## config.mk

```make
export PLATFORM = sky130hd
export DESIGN_NAME = affine_to_jacobian
export DESIGN_NICKNAME = d
export VERILOG_FILES = /design/src/rtl/affine_to_jacobian.sv
export SDC_FILE = /design/constraint.sdc
export NUM_CORES = 2
export LEC_CHECK = 0
export ABC_AREA = 1
export ABC_CLOCK_PERIOD_IN_PS = 3090
export CAP_MARGIN = 20
export CORE_AREA = 5 5 593 595
export DETAILED_ROUTE_END_ITERATION = 10
export DIE_AREA = 0 0 598 600
export HOLD_SLACK_MARGIN = 0.1
export PLACE_DENSITY = 0.38
export SLEW_MARGIN = 10
export SYNTH_ARGS = -nofsm -noshare
export SYNTH_HDL_FRONTEND = slang
export SYNTH_HIERARCHICAL = 1
export SYNTH_SLANG_ARGS = --single-unit
```

## constraint.sdc

```tcl
create_clock -name clk -period 3.09 [get_ports clk]
set_clock_uncertainty 0.2 [all_clocks]
set_input_delay 0.618 -clock clk [delete_from_list [all_inputs] [get_ports clk]]
set_output_delay 0.618 -clock clk [all_outputs]
set_load 0.05 [all_outputs]
```

## src/rtl/affine_to_jacobian.sv

```systemverilog
// Affine -> Jacobian conversion for secp256k1 with a random-Z blinding option.
// Blinding is built only when AFFINE_TO_JACOBIAN_BLIND_EN is defined; otherwise (x, y) -> (x, y, 1).

module mod_mul (
  input  logic         clk,
  input  logic         rst,
  input  logic         start,
  input  logic [255:0] a,
  input  logic [255:0] b,
  output logic         done,
  output logic [255:0] result
);
  localparam logic [256:0] P = {1'b0, 256'hFFFFFFFF_FFFFFFFF_FFFFFFFF_FFFFFFFF_FFFFFFFF_FFFFFFFF_FFFFFFFE_FFFFFC2F};

  logic [255:0] a_q, b_q, acc_q, acc_d;
  logic [8:0]   cnt_q;
  logic         run_q, done_q;
  logic [256:0] dbl, dbl_r, sum, sum_r;

  // MSB-first double-and-add; each partial stays below P, so one conditional subtract suffices
  always_comb begin
    dbl   = {acc_q, 1'b0};
    dbl_r = (dbl >= P) ? dbl - P : dbl;
    sum   = dbl_r + {1'b0, a_q};
    sum_r = (sum >= P) ? sum - P : sum;
    acc_d = b_q[255] ? sum_r[255:0] : dbl_r[255:0];
  end

  always_ff @(posedge clk) begin
    if (rst) begin
      a_q    <= '0;
      b_q    <= '0;
      acc_q  <= '0;
      cnt_q  <= '0;
      run_q  <= 1'b0;
      done_q <= 1'b0;
    end else begin
      done_q <= 1'b0;
      if (start) begin
        a_q   <= a;
        b_q   <= b;
        acc_q <= '0;
        cnt_q <= 9'd256;
        run_q <= 1'b1;
      end else if (run_q) begin
        acc_q <= acc_d;
        b_q   <= {b_q[254:0], 1'b0};
        cnt_q <= cnt_q - 9'd1;
        if (cnt_q == 9'd1) begin
          run_q  <= 1'b0;
          done_q <= 1'b1;
        end
      end
    end
  end

  assign done   = done_q;
  assign result = acc_q;
endmodule

module affine_to_jacobian (
  input  logic         clk,
  input  logic         rst_n,
  input  logic         start,
  input  logic [255:0] x_affine,
  input  logic [255:0] y_affine,
  input  logic [255:0] z_rand,
  output logic [255:0] Xj,
  output logic [255:0] Yj,
  output logic [255:0] Zj,
  output logic         busy,
  output logic         done,
  output logic         z_fixup
);
  typedef enum logic [2:0] {IDLE, SQ, CU, MX, MY, FIN} state_t;

  state_t       state_q, state_d;
  logic [255:0] x_q, x_d, y_q, y_d, z_q, z_d;
  logic [255:0] Xj_q, Xj_d, Yj_q, Yj_d, Zj_q, Zj_d;
  logic         busy_q, busy_d, done_q, done_d, fix_q, fix_d;

`ifdef AFFINE_TO_JACOBIAN_BLIND_EN
  logic [255:0] z2_q, z2_d, z3_q, z3_d;
  logic [255:0] mul_a, mul_b, mul_res;
  logic         mst_q, mst_d, mul_done, mul_ack;

  mod_mul u_mul (
    .clk    (clk),
    .rst    (~rst_n),
    .start  (mst_q),
    .a      (mul_a),
    .b      (mul_b),
    .done   (mul_done),
    .result (mul_res)
  );

  // a done coinciding with our own start pulse cannot belong to this request
  assign mul_ack = mul_done && !mst_q;
`else
  logic unused_z;
  assign unused_z = ^z_rand;
`endif

  always_comb begin
    state_d = state_q;
    x_d     = x_q;
    y_d     = y_q;
    z_d     = z_q;
    Xj_d    = Xj_q;
    Yj_d    = Yj_q;
    Zj_d    = Zj_q;
    busy_d  = busy_q;
    done_d  = 1'b0;
    fix_d   = fix_q;
`ifdef AFFINE_TO_JACOBIAN_BLIND_EN
    z2_d    = z2_q;
    z3_d    = z3_q;
    mst_d   = 1'b0;
    mul_a   = z_q;
    mul_b   = z_q;
`endif
    case (state_q)
      IDLE: if (start) begin
        busy_d = 1'b1;
        fix_d  = 1'b0;
        if (x_affine == '0 && y_affine == '0) begin
          x_d     = 256'd1;
          y_d     = 256'd1;
          z_d     = '0;
          state_d = FIN;
        end else begin
          x_d = x_affine;
          y_d = y_affine;
`ifdef AFFINE_TO_JACOBIAN_BLIND_EN
          z_d     = (z_rand == '0) ? 256'd1 : z_rand;
          fix_d   = (z_rand == '0);
          mst_d   = 1'b1;
          state_d = SQ;
`else
          z_d     = 256'd1;
          state_d = FIN;
`endif
        end
      end
`ifdef AFFINE_TO_JACOBIAN_BLIND_EN
      SQ: begin
        mul_a = z_q;
        mul_b = z_q;
        if (mul_ack) begin
          z2_d    = mul_res;
          mst_d   = 1'b1;
          state_d = CU;
        end
      end
      CU: begin
        mul_a = z2_q;
        mul_b = z_q;
        if (mul_ack) begin
          z3_d    = mul_res;
          mst_d   = 1'b1;
          state_d = MX;
        end
      end
      MX: begin
        mul_a = x_q;
        mul_b = z2_q;
        if (mul_ack) begin
          x_d     = mul_res;
          mst_d   = 1'b1;
          state_d = MY;
        end
      end
      MY: begin
        mul_a = y_q;
        mul_b = z3_q;
        if (mul_ack) begin
          y_d     = mul_res;
          state_d = FIN;
        end
      end
`endif
      FIN: begin
        // results land on the outputs together with done
        Xj_d    = x_q;
        Yj_d    = y_q;
        Zj_d    = z_q;
        done_d  = 1'b1;
        busy_d  = 1'b0;
        state_d = IDLE;
      end
      default: state_d = IDLE;
    endcase
  end

  always_ff @(posedge clk) begin
    if (!rst_n) begin
      state_q <= IDLE;
      x_q     <= '0;
      y_q     <= '0;
      z_q     <= '0;
      Xj_q    <= '0;
      Yj_q    <= '0;
      Zj_q    <= '0;
      busy_q  <= 1'b0;
      done_q  <= 1'b0;
      fix_q   <= 1'b0;
`ifdef AFFINE_TO_JACOBIAN_BLIND_EN
      z2_q    <= '0;
      z3_q    <= '0;
      mst_q   <= 1'b0;
`endif
    end else begin
      state_q <= state_d;
      x_q     <= x_d;
      y_q     <= y_d;
      z_q     <= z_d;
      Xj_q    <= Xj_d;
      Yj_q    <= Yj_d;
      Zj_q    <= Zj_d;
      busy_q  <= busy_d;
      done_q  <= done_d;
      fix_q   <= fix_d;
`ifdef AFFINE_TO_JACOBIAN_BLIND_EN
      z2_q    <= z2_d;
      z3_q    <= z3_d;
      mst_q   <= mst_d;
`endif
    end
  end

  assign Xj      = Xj_q;
  assign Yj      = Yj_q;
  assign Zj      = Zj_q;
  assign busy    = busy_q;
  assign done    = done_q;
  assign z_fixup = fix_q;
endmodule

```

Word-level counts from Yosys, hierarchy flattened
Cells that the tools add are included.
{ "totals": {"n_memories": 0, "out_inout_bits": 771, "word_cells": 25, "ramBits": 0, "ff_bits": 1539, "mem_bits_ro": 0, "latchBits": 0} }
{ "classes": {"mul": 0, "n_reduce_logical": 8, "mux": 6, "n_eq_ne": 2, "div": 0, "shifts": 0, "add_sub_neg": 0, "n_bitwise": 0, "magnitude_cmp": 0} }
{ "ops": {"columns": ["op", "n"], "rows": [
  ["$logic_not 256->1", 2],
  ["$mux 256", 2],
  ["$reduce_and 2->1", 3],
  ["$logic_not 3->1", 1],
  ["$mux 1", 3],
  ["$eq 2x2->1 const B", 1],
  ["$ne 2x2->1 const B", 1],
  ["$pmux 1 s2", 1],
  ["$reduce_bool 2->1", 1],
  ["$logic_and 1x1->1", 1]
]} }

Longest topological paths before layout
{ "depth": {"ltp_word": 3, "mapped_depth": 13, "ltp_nobuf": 13} }

Worst setup path before layout
OpenSTA, ideal clock, no wires.
{ "synth_path": {"kind": "input-to-reg", "start": "input x_affine[10]", "end": "register z_q[0]", "setup_ns": 0.132, "path_stages": 10, "t_arrival_ns": 1.395, "path_buffers": 0, "path_slack_ns": 1.363, "cell_sequence": "nor2_1 -> nand2_1 -> nor2_1 -> nand2_1 -> nor2_1 -> nand2_1 -> nor2_1 -> nand2_1 -> o21ai_0 -> a21oi_1"} }
{ "synth_via": {"elab_chain_len": 3} }
{ "synth_rtl": {"columns": ["item", "line_no", "source"], "rows": [
  ["from (decl)", "65", "input logic [255:0] x_affine,"],
  ["$logic_not 256->1", "126", "if (x_affine == '0 && y_affine == '0) begin"],
  ["$logic_and 1x1->1", "126", null],
  ["$mux 1", "126", null],
  ["to (signal assigned)", "216", "z_q <= z_d;"],
  ["to (decl)", "78", "logic [255:0] x_q, x_d, y_q, y_d, z_q, z_d;"]
]} }
Every way passes these cells.
A chain may end at the register's enable or synchronous reset.

Worst setup path in the final report
{ "layout_path": {"start": "register Yj_q[94] (netlist: Yj[94])", "end": "output Yj[94]"} }
{ "layout_rtl": {"columns": ["item", "line_no", "source"], "rows": [
  ["from (decl)", "79", "logic [255:0] Xj_q, Xj_d, Yj_q, Yj_d, Zj_q, Zj_d;"],
  ["from (signal assigned)", "218", "Yj_q <= Yj_d;"],
  ["to (decl)", "69", "output logic [255:0] Yj,"]
]} }
No word-level cell between the ends.

==> impl_metrics.yaml <==
power_and_ir_drop:
  p_sw_mw: 10.04
  switching_share_pct: 28.56
  pwr-share-clk_pct: 47.1
  finalPower_mw: 35.16
  seqPwrFrac_pct: 40.1
  pwr-share-comb_pct: 12.8
  ir_worst_vdd_uv: 337.5
  p_leak_nw: 21.17
  p_int_mw: 25.12
  p_per_area_nw_per_um2: 581.9
global_routing:
  grt_max_degree: 155
  gr-total-overflow: 0
  grt_usage_pct: 11.73
  grt_pass1_vias: 37420
  antenna_found_initial: 81
  grt_pass1_wl_mm: 300.3
placement:
  port-buffer-count: 1029
  dp_hpwl_mm: 174.8
  gp_congestion: 0.8669
  post-place-cells: 10830
clock_network:
  clk_pin_slew_ns: 0.06
  clockBufferDepth: 4
  htree_levels: 4
  postCtsSetupRepairBufs: 0
  clkLatencyLatePin_ns: 0.84
  numCtsBuffers: 139
  clock_sinks: 1029
  cts_tree: "done"
  cts-root-buf: "clkbuf_16"
drt:
  drt_iter0_markers: 1839
  antenna_left: 0
  vias: 37190
  drt-wirelength-per-cell_um: 19.80
  routed_wl_mm: 220.9
  drtPass1Iterations: 5
  vias_per_cell: 3.334
  remaining_drc_errors: 0
sta:
  hold_viol_final: 0
  hold_ws_ns: 0.1953
  tightest_slew_ns: 0.9856
  fin_crit_sh_pct: 95.19
  rsz0062_at_grt: "no"
  slew_violations: 0
  max_freq_mhz: 340.0
  relSlewSlack_pct: 34.29
  finalCriticalPeriod_ns: 2.941
  setup_viol: 0
synth:
  netlist_instances: 5272
  synth.distinct_cells: 19
  synthTopCellsByArea: "dfxtp_1 53%, nand2_1 16%, a21oi_1 6.6%"
  syn_area_per_cell_sq_um: 7.414
  syn_area_sq_um: 39090
  synth_top_area_cell: "dfxtp_1"
  synth_top_area_share_pct: 52.70
  postSynthRegisterBits: 1029
  ys_seq_area_share_pct: 52.70
  synth_warnings: 6
worst_setup_path:
  critical_path_depth: 1
  path_buf_inv: 1
  rrSetupSlack_ns: 0.94
  crit_slowest_cell: "clkdlybuf4s50_1"
  r2r-end: "Xj[144]$_SDFFE_PN0P_"
  cp.arrival_ns: 2.12
  crit_type: "reg2out"
  crit_chain: "clkdlybuf4s50_1"
  end_kind: "output pin"
  crit_path_max_fanout: 2
  endpoint: "Yj[94]"
  start_kind: "register"
  crit_required_ns: 2.27
  crit_path_max_incr_delay_ns: 0.98
  crit_start: "Yj[94]$_SDFFE_PN0P_"
  cp_top_family: "buffers and inverters"
  worst_r2r_path_depth: 6
  reg2reg_from: "state_q[0]$_SDFFE_PN0P_"
min_path:
  hold_path_class: "reg2reg"
run:
  maxCapViolations: 0
cells_and_area:
  final_nets: 7227
  fill_cells: 39060
  final_cells: 11150
  drive_gt1_share_pct: 7.947
  syn2layout_area_growth_pct: 54.57
die:
  core_area_sq_um: 345400
  die_y_um: 600
  rows: 216
  io_pins: 1542
  start_util_pct: 11.32
  die_x_um: 598
  die_area_sq_um: 358800
run_status:
  outcome: "finished, final reports clean"
[cell usage after synthesis]
master / instances
a21oi_1: 513
nand3_1: 2
o21ai_0: 112
inv_1: 521
or2_1: 1
nor2_1: 416
nand4_1: 14
inv_2: 4
and2_1: 5
buf_4: 256
clkbuf_1: 100
nand2_1: 1714
buf_2: 177
o22ai_1: 2
nor2_4: 1
conb_1: 1
o21ai_1: 400
dfxtp_1: 1029
buf_6: 4
[area by class of cell]
type                       instances  area [sq um]  share of cell area, %
multi-input combinational       3436         14260                  23.60
clock inverter                    44         599.3                 0.9920
timing repair buffer            1325         13160                  21.78
antenna                           19         47.55                0.07870
sequential                      1029         20600                  34.10
tap                             4578          5728                  9.481
clock buffer                     197          4028                  6.666
inverter                         525          1993                  3.299
[power by group through the flow]
stage               logic, mW  registers, mW  clock network [mW]
CTS                      4.59           14.1                17.3
global route             4.83           14.2                17.8
global placement         4.49           14.4                   0
floorplan                2.13           14.8                   0
detailed placement       4.49           14.4                   0
finish                   4.49           14.1                16.6
[through the flow]
| step | TNS (ns) | area (sq um) | setup WS, ns | utilization [%] |
|---|---|---|---|---|
| after floorplan | 0 | 40040 | 1.363 | - |
| after global placement | -2.398 | 55120 | -0.9472 | 15.96 |
| after detailed placement | -2.160 | 55120 | -0.8778 | 15.96 |
| after CTS | 0 | 60360 | 0.0001206 | 17.47 |
| after global routing | 0 | 60380 | 0.01897 | 17.48 |
| final | 0 | 60420 | 0.1487 | 17.49 |
[logic make-up (layout without fill, tap and decap cells)]
group                  after synthesis  in the layout  share of synthesized area [%]
AO/OA/AOI/OAI                     1027           1027                          13.16
flip-flops                        1029           1029                          52.70
other                                1            275                       0.009594
AND/OR/NAND/NOR                   2153           2153                          20.83
buffers and inverters             1062           2091                          13.30
[worst min-delay path by stage]
stage,start,end,cells after the start
after floorplan,x_q[209]$_SDFFE_PN0P_,Xj[209]$_SDFFE_PN0P_,2
after global routing,y_affine[183],y_q[183]$_SDFFE_PN0P_,3
after detailed placement,Xj[115]$_SDFFE_PN0P_,Xj[115]$_SDFFE_PN0P_,2
after CTS,x_affine[176],x_q[176]$_SDFFE_PN0P_,3
after global placement,y_q[255]$_SDFFE_PN0P_,Yj[255]$_SDFFE_PN0P_,2
final,x_q[61]$_SDFFE_PN0P_,Xj[61]$_SDFFE_PN0P_,2
[cells in the final DEF (no fill, tap or decap), drive strengths merged]
| cell | instances |
|---|---|
| a21oi | 513 |
| and2 | 5 |
| buf | 297 |
| bufinv | 8 |
| clkbuf | 197 |
| clkdlybuf4s50 | 959 |
| clkinv | 27 |
| clkinvlp | 4 |
| conb | 256 |
| dfxtp | 1029 |
| diode | 19 |
| dlygate4sd2 | 7 |
| dlygate4sd3 | 62 |
| inv | 530 |
| nand2 | 1714 |
| nand3 | 2 |
| nand4 | 14 |
| nor2 | 417 |
| o21ai | 512 |
| o22ai | 2 |
| or2 | 1 |
[routing by layer]
| layer | vias to the layer above | track usage, % | wire length (um) |
|---|---|---|---|
| met4 | 64 | 2.617 | 4437 |
| li1 | 18230 | - | - |
| met3 | 279 | 4.407 | 19390 |
| met5 | - | 0 | 415 |
| met1 | 17470 | 13.74 | 89320 |
| met2 | 1145 | 20.29 | 107300 |
[sequential cells by signal, summed over array words and instances (netlist names)]
register / count
Xj: 256
Yj: 256
x_q: 256
y_q: 256
Zj: 1
busy: 1
done: 1
state_q: 1
z_q: 1
[worst register-to-register path: cells and delay by family, from the launching register on]
kind | cells | cell delay [ns]
buf+inv | 3 | 0.88
flops | 1 | 0.52
simple gates | 2 | 0.40
compound gates | 1 | 0.08
[what timing repair did]
action,in CTS,in global routing
endpoints found under the setup margin,7,3
hold endpoints to repair,62,0
hold buffers,62,0
gates resized for setup,7,4
Note: power is estimated with default switching activity, not from simulation.
